$ cat src/rtl/led_probe_monitor.sv
// Debug display: picks one of NCH probe words (live or frozen snapshot) and shows
// one LED-wide byte lane of it; the lane is static, auto-scrolled or button-stepped.
module led_probe_monitor #(
    parameter int NCH        = 4,
    parameter int DW         = 32,
    parameter int LW         = 8,
    parameter int PCW        = 6,
    parameter int SCROLL_DIV = 50000000,
    localparam int SW_W      = $clog2(NCH),
    localparam int NLANE     = DW / LW,
    localparam int LN_W      = (NLANE > 1) ? $clog2(NLANE) : 1
) (
    input  logic              clk,
    input  logic              rst,
    input  logic [SW_W-1:0]   sw,
    input  logic [1:0]        mode,
    input  logic              step,
    input  logic [NCH*DW-1:0] probe,
    input  logic [31:0]       pc_in,
    output logic [LW-1:0]     led,
    output logic [PCW-1:0]    pc,
    output logic [LN_W-1:0]   lane,
    output logic              snap_valid
);

    localparam int PS_W = (SCROLL_DIV > 1) ? $clog2(SCROLL_DIV) : 1;

    localparam logic [1:0] MODE_STATIC = 2'b00;
    localparam logic [1:0] MODE_SCROLL = 2'b01;
    localparam logic [1:0] MODE_SNAP   = 2'b10;
    localparam logic [1:0] MODE_STEP   = 2'b11;

    logic [1:0]      mode_q_reg;
    logic            step_q_reg;
    logic [PS_W-1:0] presc_reg, presc_next;
    logic [LN_W-1:0] lane_reg, lane_next, lane_wrap;
    logic [LW-1:0]   led_reg, led_next;
    logic [PCW-1:0]  pc_reg, pc_next;
    logic [PCW-1:0]  snap_pc_reg;
    logic            snap_valid_reg;

    logic [DW-1:0]   live_ch  [NCH];
    logic [DW-1:0]   snap_reg [NCH];
    logic [DW-1:0]   src_word;

    logic            mode_chg, step_rise, snap_take, presc_tc, sw_ok, use_snap;
    logic [SW_W-1:0] sw_idx;

    assign mode_chg  = (mode != mode_q_reg);
    assign step_rise = step & ~step_q_reg;
    assign snap_take = mode_chg && (mode == MODE_SNAP);
    assign presc_tc  = (presc_reg == PS_W'(SCROLL_DIV - 1));
    assign lane_wrap = (lane_reg == LN_W'(NLANE - 1)) ? '0 : lane_reg + 1'b1;
    // Out-of-range channels (non-power-of-2 NCH) blank the LEDs; index 0 keeps the read in bounds.
    assign sw_ok     = (32'(sw) < NCH);
    assign sw_idx    = sw_ok ? sw : '0;
    // On the capture edge the live value is exactly what is being frozen, so show it directly.
    assign use_snap  = (mode == MODE_SNAP) && !snap_take;

    generate
        for (genvar gi = 0; gi < NCH; gi++) begin : g_ch
            assign live_ch[gi] = probe[gi*DW +: DW];

            always_ff @(posedge clk) begin
                if (rst) begin
                    snap_reg[gi] <= '0;
                end else if (snap_take) begin
                    snap_reg[gi] <= live_ch[gi];
                end
            end
        end
    endgenerate

    always_comb begin
        lane_next  = lane_reg;
        presc_next = '0;
        if (mode_chg) begin
            lane_next  = '0;
            presc_next = '0;
        end else begin
            case (mode)
                MODE_SCROLL: begin
                    if (presc_tc) begin
                        presc_next = '0;
                        lane_next  = lane_wrap;
                    end else begin
                        presc_next = presc_reg + 1'b1;
                    end
                end
                MODE_STEP, MODE_SNAP: begin
                    if (step_rise) begin
                        lane_next = lane_wrap;
                    end
                end
                default: lane_next = '0;
            endcase
        end
    end

    always_comb begin
        src_word = use_snap ? snap_reg[sw_idx] : live_ch[sw_idx];
        led_next = sw_ok ? src_word[lane_next*LW +: LW] : '0;
        pc_next  = use_snap ? snap_pc_reg : pc_in[PCW+1:2];
    end

    always_ff @(posedge clk) begin
        if (rst) begin
            mode_q_reg     <= MODE_STATIC;
            step_q_reg     <= 1'b0;
            presc_reg      <= '0;
            lane_reg       <= '0;
            led_reg        <= '0;
            pc_reg         <= '0;
            snap_pc_reg    <= '0;
            snap_valid_reg <= 1'b0;
        end else begin
            mode_q_reg     <= mode;
            step_q_reg     <= step;
            presc_reg      <= presc_next;
            lane_reg       <= lane_next;
            led_reg        <= led_next;
            pc_reg         <= pc_next;
            snap_valid_reg <= (mode == MODE_SNAP);
            if (snap_take) begin
                snap_pc_reg <= pc_in[PCW+1:2];
            end
        end
    end

    assign led        = led_reg;
    assign pc         = pc_reg;
    assign lane       = lane_reg;
    assign snap_valid = snap_valid_reg;

    generate
        if (PCW + 2 < 32) begin : g_pc_hi
            logic unused_pc_hi;
            assign unused_pc_hi = ^pc_in[31:PCW+2];
        end
    endgenerate

    logic unused_pc_lo;
    assign unused_pc_lo = ^pc_in[1:0];

endmodule
$ cat config.mk
export PLATFORM = sky130hd
export DESIGN_NAME = led_probe_monitor
export DESIGN_NICKNAME = d
export VERILOG_FILES = /design/src/rtl/led_probe_monitor.sv
export SDC_FILE = /design/constraint.sdc
export NUM_CORES = 1
export LEC_CHECK = 0
export CAP_MARGIN = 10
export CORE_AREA = 2 2 164 166
export DETAILED_ROUTE_END_ITERATION = 10
export DIE_AREA = 0 0 166 168
export PLACE_DENSITY = 0.65
export RECOVER_POWER = 25
export SLEW_MARGIN = 20
export SYNTH_ARGS = -nofsm -noshare
export SYNTH_HDL_FRONTEND = slang
export SYNTH_SLANG_ARGS = --single-unit
$ cat constraint.sdc
create_clock -name clk -period 12.23 [get_ports clk]
set_clock_uncertainty 0.15 [all_clocks]
set_input_delay 1.8345 -clock clk [delete_from_list [all_inputs] [get_ports clk]]
set_output_delay 1.8345 -clock clk [all_outputs]
set_load 0.02 [all_outputs]
# Word-level counts from Yosys, hierarchy flattened
# Memory sizes are Yosys's and may differ from the RTL's.
# Cells that the tools add are included.
# W data, S select, Z words.
# classes
n_addsub	2
n_lt_le_gt_ge	1
n_eq_ne	6
shifts	1
mux	19
bitwise	8
n_reduce_logical	5
# op_table
op	count
$mux W32	7
$bmux W32 S2	1
$shiftx A32 B6 Y8	1
$add A26 B1 Y26 const B	1
$eq A26 B26 Y1 const B	1
$mux W2	4
$eq A2 B2 Y1 const B	3
$mux W6	1
$mux W1	5
$or A1 B1 Y1	4
$pmux W2 S2	1
$reduce_or A4 Y1	1
$ge A3 B3 Y1 const B	1
$not A2 Y3	1
$add A2 B1 Y2 const B	1
$eq A2 B1 Y1 const B	1
$logic_and A1 B1 Y1	2
$ne A2 B2 Y1	1
$not A1 Y1	2
$reduce_or A2 Y1	1
$and A1 B1 Y1	1
$logic_not A1 Y1	1
# totals
regBits	52
ramBits	128
in_bits	167
elab_cells	51
memories	1
# memory_table
memory	words	width	read_ports	rd_ports_with_merged_regs	wr	line_no	text
snap_reg	4	32	1	0	4	43	logic [DW-1:0] snap_reg [NCH];

# Depth between registers and ports, before layout
# Gate-level depths: netlist (run 1).
# depth
word_depth	6
ltp_mapped	10
depth_no_buf	7

# Worst setup path before layout (run 1)
# Ideal clock, no wire load.
# synth_timing
kind	input port to flip-flop
startpoint	input port mode[1]
endpoint	memory snap_reg[0][0] (enable)
t_arrival_ns	4.666
t_required_ns	11.600
setup_slack_ns	6.934
path_stages	3
path_cell_list	nor2b_1 a21oi_1 inv_1
# synth_lines
item	line_no	text
start, declared	16	input logic [1:0] mode,
end, declared	43	

==> results of run 1 <==
layout make-up:
| cell class | count | area (um2) |
|---|---|---|
| inverters | 8 | 31.3 |
| fillers | 2435 | 14900 |
| clock inverters | 14 | 164 |
| multi-input cells | 439 | 3880 |
| flip-flops and latches | 180 | 4880 |
| diodes | 1 | 2.50 |
| repair buffers | 163 | 1610 |
| clock buffers | 18 | 429 |
| well taps | 341 | 427 |
metal layers:
metal	part of all wire, %	up-vias
met5	0	-
met4	1.9	0
met3	3.7	19
met2	51	168
met1	43	2907
li1	-	2802
placed cells by master, fill, tap and decap left out, types with 9 or more instances in the layout:
cell / instances
nand2_1: 42
nand3_1: 10
and4_1: 9
mux2i_1: 9
nor2_1: 37
edfxtp_1: 128
dfxtp_1: 52
dlygate4sd3_1: 19
clkbuf_16: 17
and2_1: 135
xor2_1: 13
clkdlybuf4s50_1: 136
o211ai_1: 9
xnor2_1: 11
mux4_2: 64
worst max-delay path by stage:
stage               slack, ns  startpoint  cells after the start               to
floorplan                6.93     mode[1]                      3   snap_reg[0][0]
CTS                      7.52         rst                      4  snap_reg[2][18]
global placement         7.08         rst                      4  snap_reg[2][19]
detailed placement       7.06         rst                      4  snap_reg[2][20]
global route             4.98     mode[1]                      5  snap_reg[2][18]
finish                   5.49         rst                      4  snap_reg[2][29]
worst register-to-register path, cell delays in order, from the launching register on:
cell and delay (ns):
dfxtp_1 0.33, nand2b_1 0.19, a21oi_1 0.61, clkinvlp_2 2.17, buf_4 1.10
cells by family (layout without fill, tap and decap cells):
| logic type | Yosys count | after routing |
|---|---|---|
| and+or+nand+nor | 276 | 276 |
| DFF | 180 | 180 |
| muxes | 73 | 73 |
| AOI/OAI and AO/OA | 64 | 64 |
| buffers and inverters | 50 | 203 |
| xor gates and xnor gates | 24 | 24 |
| adders and majority gates | 2 | 2 |
| other | 0 | 1 |
per-stage QoR:
stage               cells  area, um2  utilization, %  setup WS [ns]  total power (W)
finish               1164      11400            43.3           5.49          0.00141
global route         1164      11400            43.3           4.98          0.00146
CTS                  1163      11400            43.4           7.52          0.00142
detailed placement   1131      10800            41.1           7.06         0.000867
global placement     1131      10800            41.1           7.08         0.000865
floorplan             669       8980               -           6.93         0.000784
power breakdown:
group / internal [W] / switching (W) / total (W)
clock: 0.000308 / 0.000250 / 0.000559
combinational: 0.0000899 / 0.0000711 / 0.000161
sequential: 0.000682 / 0.00000665 / 0.000689
total: 0.00108 / 0.000328 / 0.00141
==> results.md, run 1 <==
Floorplan:
- The core outline area is 26400 um2.
- The floorplan die area is 27900 um2.
- The number of placement rows is 60.
- The starting density of the core is 34.1%.
- The die width is 166 um.
- The number of top-level pins is 184.
- Measured along the y axis, the die boundary spans 168 um.

GRT:
- The overall fraction of global-route tracks in use is 15.5%.
- The met2 capacity usage during global routing is 26.9%.
- The total overflow left after global routing is 0.
- met2 is the most crowded layer.
- The initial antenna violation count is 1.
- The number of global-route vias before repair is 5995.
- The pin count of the biggest net entering global routing is 121.
- The global-route met1 utilization is 19.9%.
- In the global route stage, met3 resource usage came out at 2.54%.
- The first global-routing pass estimated 33000 um of wire.

Power:
- The power per cell area is 123 nW/um2.
- Summed over all cells, the static leakage comes to 4.15 nW.
- Across the VDD grid, the largest voltage drop is 0.0709 mV.

STA:
- At the pin with the least slew margin, the transition time is 2.50 ns.
- The worst hold slack is 0.308 ns.
- Derived from the worst setup path, the maximum achievable clock frequency is 148 MHz.
- The clock period minus worst slack is 6.74 ns.
- The total of endpoints with negative setup slack in the final report is 0.
- For the final routed database, the setup TNS stands at 0 ns.
- The number of hold-slack violations in the final timing report was 0.
- The share of the clock period used by the worst path after layout is 55.1%.
- In this run the tightest slew margin relative to its limit is -67.9%.
- Setup repair after global routing left no endpoint under its margin.
- The max-slew violation total from the final report is 62.

Synthesis:
- Of all flip-flops after synthesis, the portion carrying an async set or reset was 0%.
- The number of distinct library cells after synthesis is 51.
- The synthesized netlist occupies a cell area of 8980 um2.
- Sorting the synthesized cells by area gives the leading types as edfxtp_1 43%, mux4_2 16%, dfxtp_1 12%.
- The adder and majority gate portion of the synthesized area is 0.279%.
- The cell taking the most area after synthesis is edfxtp_1.
- The parity-gate share of the synthesized area counting xor and xnor cells is 2.34%.
- Synthesis inferred 180 register bits.
- In this run the biggest area consumer among cell types represents 42.8% of the synthesized area.
- The cell count after synthesis is 669.
- The number of synthesized flops with an enable pin is 128.
- Among all cell types in the netlist, the one instantiated most often is and2_1.
- Sequential cells were found to cover 54.4% of the synthesized design area.
- Of the total synthesized cell area, the portion taken by AND, OR, NAND and NOR gates is 17.8%.
- The dominant synthesized flop cell is edfxtp_1.
- A synthesized cell averages 13.4 um2.
- The combinational family with the most area after synthesis is simple AND/OR/NAND/NOR gates.
- Sorting the synthesized cells by how often they occur yields 140 x and2_1, 128 x edfxtp_1, 64 x mux4_2.
- The Yosys step of the flow raised 0 warnings.
- The net count of the mapped netlist is 838.
- The post-synthesis compound-gate area fraction is 5.73%.
- The multiplexer area fraction after synthesis is 17.1%.

Critical path:
- Grouping stages by cell kind, the critical path spends the most delay in buffers and inverters.
- Together, buffers and inverters on the worst path number 3.
- The worst register-to-register path ends at snap_reg[2][29].
- Walking the worst path, the cells encountered are dlygate4sd3_1 -> a21oi_1 -> clkinvlp_2 -> buf_4.
- In this run the register-to-register setup slack is 7.23 ns.
- STA classifies the critical path endpoint as a register.
- The number of cell instances on the worst register-to-register path is 4.
- STA classifies the critical path startpoint as a primary input.
- The critical path's largest stage delay is 2.16 ns.
- For this design, the slowest cell found on the critical path is clkinvlp_2.
- By startpoint and endpoint, the worst setup path is classified as primary input to register.
- The largest driver fanout on the critical path is 68.
- The launch point of the worst reg-to-reg path is mode_q_reg[0].
- At the worst endpoint, the required time is 12.14 ns.
- The signal arrival time at the worst endpoint is 6.65 ns.

Worst hold path:
- The startpoint identified for the worst hold timing path is snap_pc_reg[1].
- The worst hold path belongs to the class register to register.
- The worst hold path passes through 2 cells.
- The terminating pin of the worst hold path is pc[1].

CTS:
- The clock tree buffer depth is 2.
- Post-CTS repair changed the size of 0 cells.
- The buffer count from post-CTS setup fixing is 0.
- The clock tree from TritonCTS is yes.
- The clock latency of the later-clocked register in the worst-skew pair is 0.43 ns.
- The CTS buffer count is 17.
- The clock input transition at the sequential cells of the worst setup and hold paths is 0.07 ns.
- The number of levels the H-tree was split into is 4.
- The clock sink total is 180.
- In this run, post-CTS hold repair placed 0 buffers.
- CTS placed an instance of clkbuf_16 at the clock tree root.

Cells and area:
- The register with the most flip-flops in the layout has 128 of them.
- In the final design database the tool counted 978 nets.
- Cells with a size suffix above 1 make up 15.0% of the layout.
- The area growth from synthesis to layout is 27.2%.

Status:
- The final reports fail on max-capacitance violations, max-slew violations.
- The run finished, with violations left.

Placement:
- The total half-perimeter wirelength after legalization and detailed placement is 15100 um.
- At the end of routability-driven placement, the weighted congestion stood at 0.804.
- The count of buffers added on input and output ports is 157.

Drt:
- In the final routed layout, each cell accounts on average for 18.3 um.
- The number of vias in the routed layout is 5896.
- The total iterations of the first detailed-routing run is 5.
- The number of DRC violations after detailed routing is 0.
- The residual antenna-violating net count after detailed routing is 0.
- The DRC violation total after the first TritonRoute iteration is 368.
- The per-cell via count in the routed design is 5.07.
- The routed wire length is 21300 um.

Flow run:
- The number of max-cap violations is 1.
Note: power is estimated with default switching activity, not from simulation.
==> run 2: changes to the inputs <==
PLACE_DENSITY = 0.68   (was 0.65)
clock period = 5.7 ns   (was 12.23 ns; I/O delays follow)
==> results.md, run 2 (synthesized netlist as in run 1, its figures left out) <==
GRT:
- The initial antenna violation count is 1 (unchanged).
- The pin count of the biggest net entering global routing came to 82 (was 121).
- The overall fraction of global-route tracks in use was 15.7% (was 15.5%).
- The residual overflow from global routing is 0 (unchanged).
- The global-route wire length before repair was 33300 um (was 33000 um).
- The number of global-route vias before repair came to 5979 (was 5995).

Power:
- The leakage power is 4.15 nW (about the same).
- The maximum vdd ir drop was 0.141 mV (was 0.0709 mV).
- The power per cell area is 261 nW/um2 (was 123 nW/um2).

CTS:
- The clock tree from TritonCTS is yes (unchanged).
- The CTS buffer count is 17 (unchanged).
- The number of resized instances in the post-cts repair step is 0 (unchanged).
- The clock sink total came to 180 (unchanged).
- The number of levels the H-tree was split into came to 4 (unchanged).
- The clock tree root driver cell is clkbuf_16 (unchanged).
- The number of buffers inserted for hold repair after clock tree synthesis is 0 (unchanged).
- The clock latency of the later-clocked register in the worst-skew pair came to 0.43 ns (about the same).
- The buffer count from post-CTS setup fixing was 0 (unchanged).
- The clock input transition at the sequential cells of the worst setup and hold paths was 0.07 ns (about the same).
- The clock tree buffer depth is 2 (unchanged).

Cells and area:
- The register area is 4880 um2 (unchanged).
- Most frequent cells in the layout: 136 x clkdlybuf4s50_1, 128 x edfxtp_1, 127 x and2_1 (was 136 x clkdlybuf4s50_1, 135 x and2_1, 128 x edfxtp_1).
- The net total in the final layout came to 982 (was 978).
- The most common cell after layout, fill and taps aside is clkdlybuf4s50_1 (unchanged).
- The synthesis-to-finish area growth is 27.4% (was 27.2%).
- The area occupied by multi-input gates was 3880 um2 (about the same).
- The share of final-layout standard cells stronger than drive strength 1 is 15.5% (was 15.0%).
- The filler cell count came to 2394 (was 2435).
- The number of flip-flops under the largest register name is 128 (unchanged).

Critical path:
- The signal arrival time at the worst endpoint is 3.91 ns (was 6.65 ns).
- The required time reported for the critical path endpoint is 5.61 ns (was 12.14 ns).
- The sort of element at the end of the critical path is a register (unchanged).
- The category of the worst setup path launch point is a primary input (unchanged).
- The type of the worst setup path is primary input to register (unchanged).
- The largest driver fanout on the critical path was 81 (was 68).

STA:
- The max-slew violation total from the final report came to 0 (was 62).
- The number of hold-slack violations in the final timing report was 0 (unchanged).
- Unrepaired setup endpoints after global routing: false (unchanged).
- Derived from the worst setup path, the maximum achievable clock frequency is 250 MHz.
- The total of endpoints with negative setup slack in the final report is 0 (unchanged).
- The share of the clock period used by the worst path after layout is 70.2%.
- The worst setup margin is 1.70 ns (was 5.49 ns).
- The worst-margin pin slew is 1.27 ns (was 2.50 ns).
- The clock period could shrink to 4.00 ns.
- The total negative slack was 0 ns (unchanged).
- The worst-case headroom to the max-slew limit came to 15.5% (was -67.9%).

Floorplan:
- The y dimension of the die is 168 um (unchanged).
- The number of placement rows is 60 (unchanged).
- The floorplan die area is 27900 um2 (unchanged).
- The number of top-level pins is 184 (unchanged).
- The core outline area is 26400 um2 (unchanged).
- The die width is 166 um (unchanged).
- The starting density of the core is 34.1% (unchanged).

Flow run:
- The number of max-cap violations came to 0 (was 1).

Drt:
- The per-cell via count in the routed design is 5.09 (was 5.07).
- The routed wire length was 21600 um (was 21300 um).
- The total iterations of the first detailed-routing run is 4 (was 5).
- The number of DRC violations after detailed routing was 0 (unchanged).
- The final routed wire length divided by cell count is 18.5 um (was 18.3 um).
- The residual antenna-violating net count after detailed routing came to 0 (unchanged).
- The number of vias in the routed layout is 5948 (was 5896).
- The DRC violation total after the first TritonRoute iteration is 435 (was 368).

Placement:
- The worst slack after detailed placement is 1.64 ns (was 7.06 ns).
- The final weighted congestion in routability-driven placement is 0.833 (was 0.804).
- The total half-perimeter wirelength after legalization and detailed placement is 15500 um (was 15100 um).
- The port buffer count is 157 (unchanged).

Worst hold path:
- The worst hold-check path type is register to register (unchanged).

Status:
- Status: finished, final reports clean (was finished with violations).
## run 2: changes by cell type in the layout (fill, tap and decap cells not counted), sizes merged
cell	previous run	this run
clkinv	2	3
bufinv	2	1
buf	7	11
## run 2: final timing paths
kind / endpoint / slack (ns) / cells after the start / start
worst min-delay path: pc[2] / 0.31 / 2 / snap_pc_reg[2]
worst min register to register: pc[2] / 0.31 / 2 / snap_pc_reg[2]
worst max-delay path: snap_reg[1][16] / 1.70 / 5 / rst
worst max register to register: led[5] / 2.30 / 7 / presc_reg[0]
## run 2: stage by stage
step                cell area (um2)  power [W]  instances  hold WS, ns  utilization (%)
finish                        11400    0.00298       1168        0.308             43.4
global route                  11400    0.00309       1168        0.345             43.4
CTS                           11400    0.00302       1167        0.312             43.4
detailed placement            10900    0.00187       1135        0.296             41.2
global placement              10900    0.00186       1135        0.298             41.2
floorplan                      8980    0.00168        669        0.282                -
## run 2: metal layers
layer  track usage, %  part of all wire, %
met2             26.1                   50
met1             20.6                   44
met5                0                    0
met3             2.94                  4.4
met4             6.01                  2.4
## run 2: layout make-up
cell class / count / area share [%]
timing repair buffer: 167 / 14.3
tap: 341 / 3.73
multi-input combinational: 439 / 33.9
clock inverter: 14 / 1.23
inverter: 8 / 0.285
clock buffer: 18 / 3.75
antenna: 1 / 0.0219
sequential: 180 / 42.7
## run 2: power breakdown
group          leakage (nW)  internal, W  switching [W]
clock                 0.276     0.000617       0.000537
sequential             1.83      0.00146      0.0000146
combinational          2.04     0.000194       0.000158
total                  4.15      0.00227       0.000710
## run 2: worst max-delay path, cell delays in order
cell and delay (ns):
dlygate4sd3_1 0.52, clkbuf_1 0.61, a21oi_1 0.36, inv_4 0.82, buf_4 0.65
==> run 3: changes to the inputs <==
PLACE_DENSITY = 0.65   (was 0.68)
clock period = 3.8 ns   (was 5.7 ns; I/O delays follow)
==> results.md, run 3 (synthesized netlist as in run 1, its figures left out) <==
Status:
- Status: finished, final reports clean (unchanged).

STA:
- The number of hold-slack violations in the final timing report is 0 (unchanged).
- The worst-case headroom to the max-slew limit came to 5.76% (was 15.5%).
- The share of the clock period used by the worst path after layout is 84.1%.
- The max-slew violation total from the final report came to 0 (unchanged).
- Unrepaired setup endpoints after global routing: false (unchanged).
- The worst-margin pin slew is 1.41 ns (was 1.27 ns).
- The clock period could shrink to 3.20 ns.
- The timing-limited maximum frequency is 313 MHz.
- The total of endpoints with negative setup slack in the final report came to 0 (unchanged).
- The total negative slack is 0 ns (unchanged).

Cells and area:
- The number of flip-flops under the largest register name is 128 (unchanged).
- The count of placed standard cells in the final layout, fillers left out is 1180 (was 1168).
- The antenna diode count is 0 (was 1).
- The end-of-flow core utilization is 43.9% (was 43.4%).
- The synthesis-to-finish area growth is 28.7% (was 27.4%).
- The share of final-layout standard cells stronger than drive strength 1 is 16.6% (was 15.5%).
- The most common cell after layout, fill and taps aside is clkdlybuf4s50_1 (unchanged).
- The net total in the final layout is 995 (was 982).
- Most frequent cells in the layout: 136 x clkdlybuf4s50_1, 128 x edfxtp_1, 117 x and2_1 (was 136 x clkdlybuf4s50_1, 128 x edfxtp_1, 127 x and2_1).

Critical path:
- The required time reported for the critical path endpoint is 3.94 ns (was 5.61 ns).
- The type of the worst setup path is register to register (was primary input to register).
- The category of the worst setup path launch point is a register (was primary input).
- The number of cell instances on the worst register-to-register path is 8 (was 7).
- The largest driver fanout on the critical path is 13 (was 81).
- The signal arrival time at the worst endpoint is 3.34 ns (was 3.91 ns).
- The launch point of the worst reg-to-reg path is presc_reg[0] (unchanged).
- The endpoint of the worst-slack reg-to-reg timing path is led[6] (was led[5]).
- The reg-to-reg setup timing slack is 0.60 ns (was 2.30 ns).
- The sort of element at the end of the critical path is a register (unchanged).

Flow run:
- The number of max-cap violations came to 0 (unchanged).

CTS:
- The number of buffers inserted for hold repair after clock tree synthesis is 0 (unchanged).
- The clock tree root driver cell is clkbuf_16 (unchanged).
- The CTS buffer count is 17 (unchanged).
- The clock tree buffer depth came to 2 (unchanged).
- The number of resized instances in the post-cts repair step is 0 (unchanged).
- The number of levels the H-tree was split into is 4 (unchanged).
- The clock tree from TritonCTS is yes (unchanged).
- The clock input transition at the sequential cells of the worst setup and hold paths is 0.07 ns (about the same).
- The clock latency of the later-clocked register in the worst-skew pair is 0.44 ns (was 0.43 ns).
- The clock sink total is 180 (unchanged).
- The buffer count from post-CTS setup fixing is 0 (unchanged).

Floorplan:
- The number of placement rows was 60 (unchanged).
- The number of top-level pins is 184 (unchanged).
- The floorplan die area is 27900 um2 (unchanged).
- The core outline area is 26400 um2 (unchanged).
- The y dimension of the die is 168 um (unchanged).
- The starting density of the core is 34.1% (unchanged).
- The die width is 166 um (unchanged).

Drt:
- The final routed wire length divided by cell count is 18.6 um (was 18.5 um).
- The DRC violation total after the first TritonRoute iteration is 371 (was 435).
- The total iterations of the first detailed-routing run was 4 (unchanged).
- The residual antenna-violating net count after detailed routing is 0 (unchanged).
- The number of DRC violations after detailed routing is 0 (unchanged).
- The routed wire length is 21900 um (was 21600 um).
- The number of vias in the routed layout is 5969 (was 5948).
- The per-cell via count in the routed design was 5.06 (was 5.09).

GRT:
- The overall fraction of global-route tracks in use is 16.0% (was 15.7%).
- The initial antenna violation count is 0 (was 1).
- The number of global-route vias before repair is 6153 (was 5979).
- The global-route wire length before repair came to 34200 um (was 33300 um).
- The pin count of the biggest net entering global routing is 97 (was 82).
- The residual overflow from global routing is 0 (unchanged).

Placement:
- The total half-perimeter wirelength after legalization and detailed placement was 16300 um (was 15500 um).
- The instance count after placement with tap cells included was 1148 (was 1135).
- The final weighted congestion in routability-driven placement was 0.818 (was 0.833).
- The port buffer count is 157 (unchanged).

Power:
- The power per cell area is 391 nW/um2 (was 261 nW/um2).
- The final total power is 0.00452 W (was 0.00298 W).
- The maximum vdd ir drop came to 0.247 mV (was 0.141 mV).
- The leakage power is 4.20 nW (was 4.15 nW).

Worst hold path:
- The worst hold path depth is 2 (unchanged).
- The worst hold-check path type is register to register (unchanged).
- The terminating pin of the worst hold path is pc[1] (was pc[2]).
- The hold path startpoint is snap_pc_reg[1] (was snap_pc_reg[2]).
run 3: metrics by stage:
stage / setup WS [ns] / hold WS [ns] / area, um2
floorplan: 0.0432 / 0.282 / 8980
global route: 0.473 / 0.335 / 11600
finish: 0.603 / 0.308 / 11600
CTS: 0.657 / 0.310 / 11600
global placement: 0.445 / 0.298 / 11000
detailed placement: 0.381 / 0.299 / 11000
run 3: final cells by class:
type	count	area [um2]
clock buffer	20	437
clock inverter	12	144
fill	2388	14800
inverter	8	33.8
multi-input combinational	439	3880
sequential	180	4880
tap	341	427
timing repair buffer	180	1750
run 3: power by group:
group / switching, W / leakage, nW / internal, W
Combinational: 0.000242 / 2.09 / 0.000301
Clock: 0.000777 / 0.278 / 0.000984
Sequential: 0.0000225 / 1.83 / 0.00219
Total: 0.00104 / 4.20 / 0.00348
run 3: metal layers:
| metal | global-route usage, % | share of wire, % |
|---|---|---|
| met1 | 20.4 | 44 |
| met5 | 0 | 0 |
| met2 | 27.5 | 50 |
| met3 | 2.54 | 3.7 |
| met4 | 6.12 | 2.5 |
run 3: how the worst max path moves through the flow:
stage	depth (start not counted)	slack, ns	to	startpoint
3_3_place_gp	5	0.45	snap_reg[0][9]	mode[1]
3_5_place_dp	5	0.38	snap_reg[1][24]	mode[1]
2_1_floorplan	3	0.04	snap_reg[0][0]	mode[1]
4_1_cts	8	0.66	led[5]	presc_reg[0]
6_report	8	0.60	led[6]	presc_reg[0]
5_1_grt	8	0.47	led[5]	presc_reg[0]
run 3: worst max-delay path, stage by stage (launching register included):
cell	delay, ns
dfxtp_1	0.39
ha_1	0.27
nand4_2	0.13
or3_1	0.53
o211a_1	0.39
nor3_4	0.41
buf_4	0.30
mux2i_1	0.32
o221ai_1	0.14
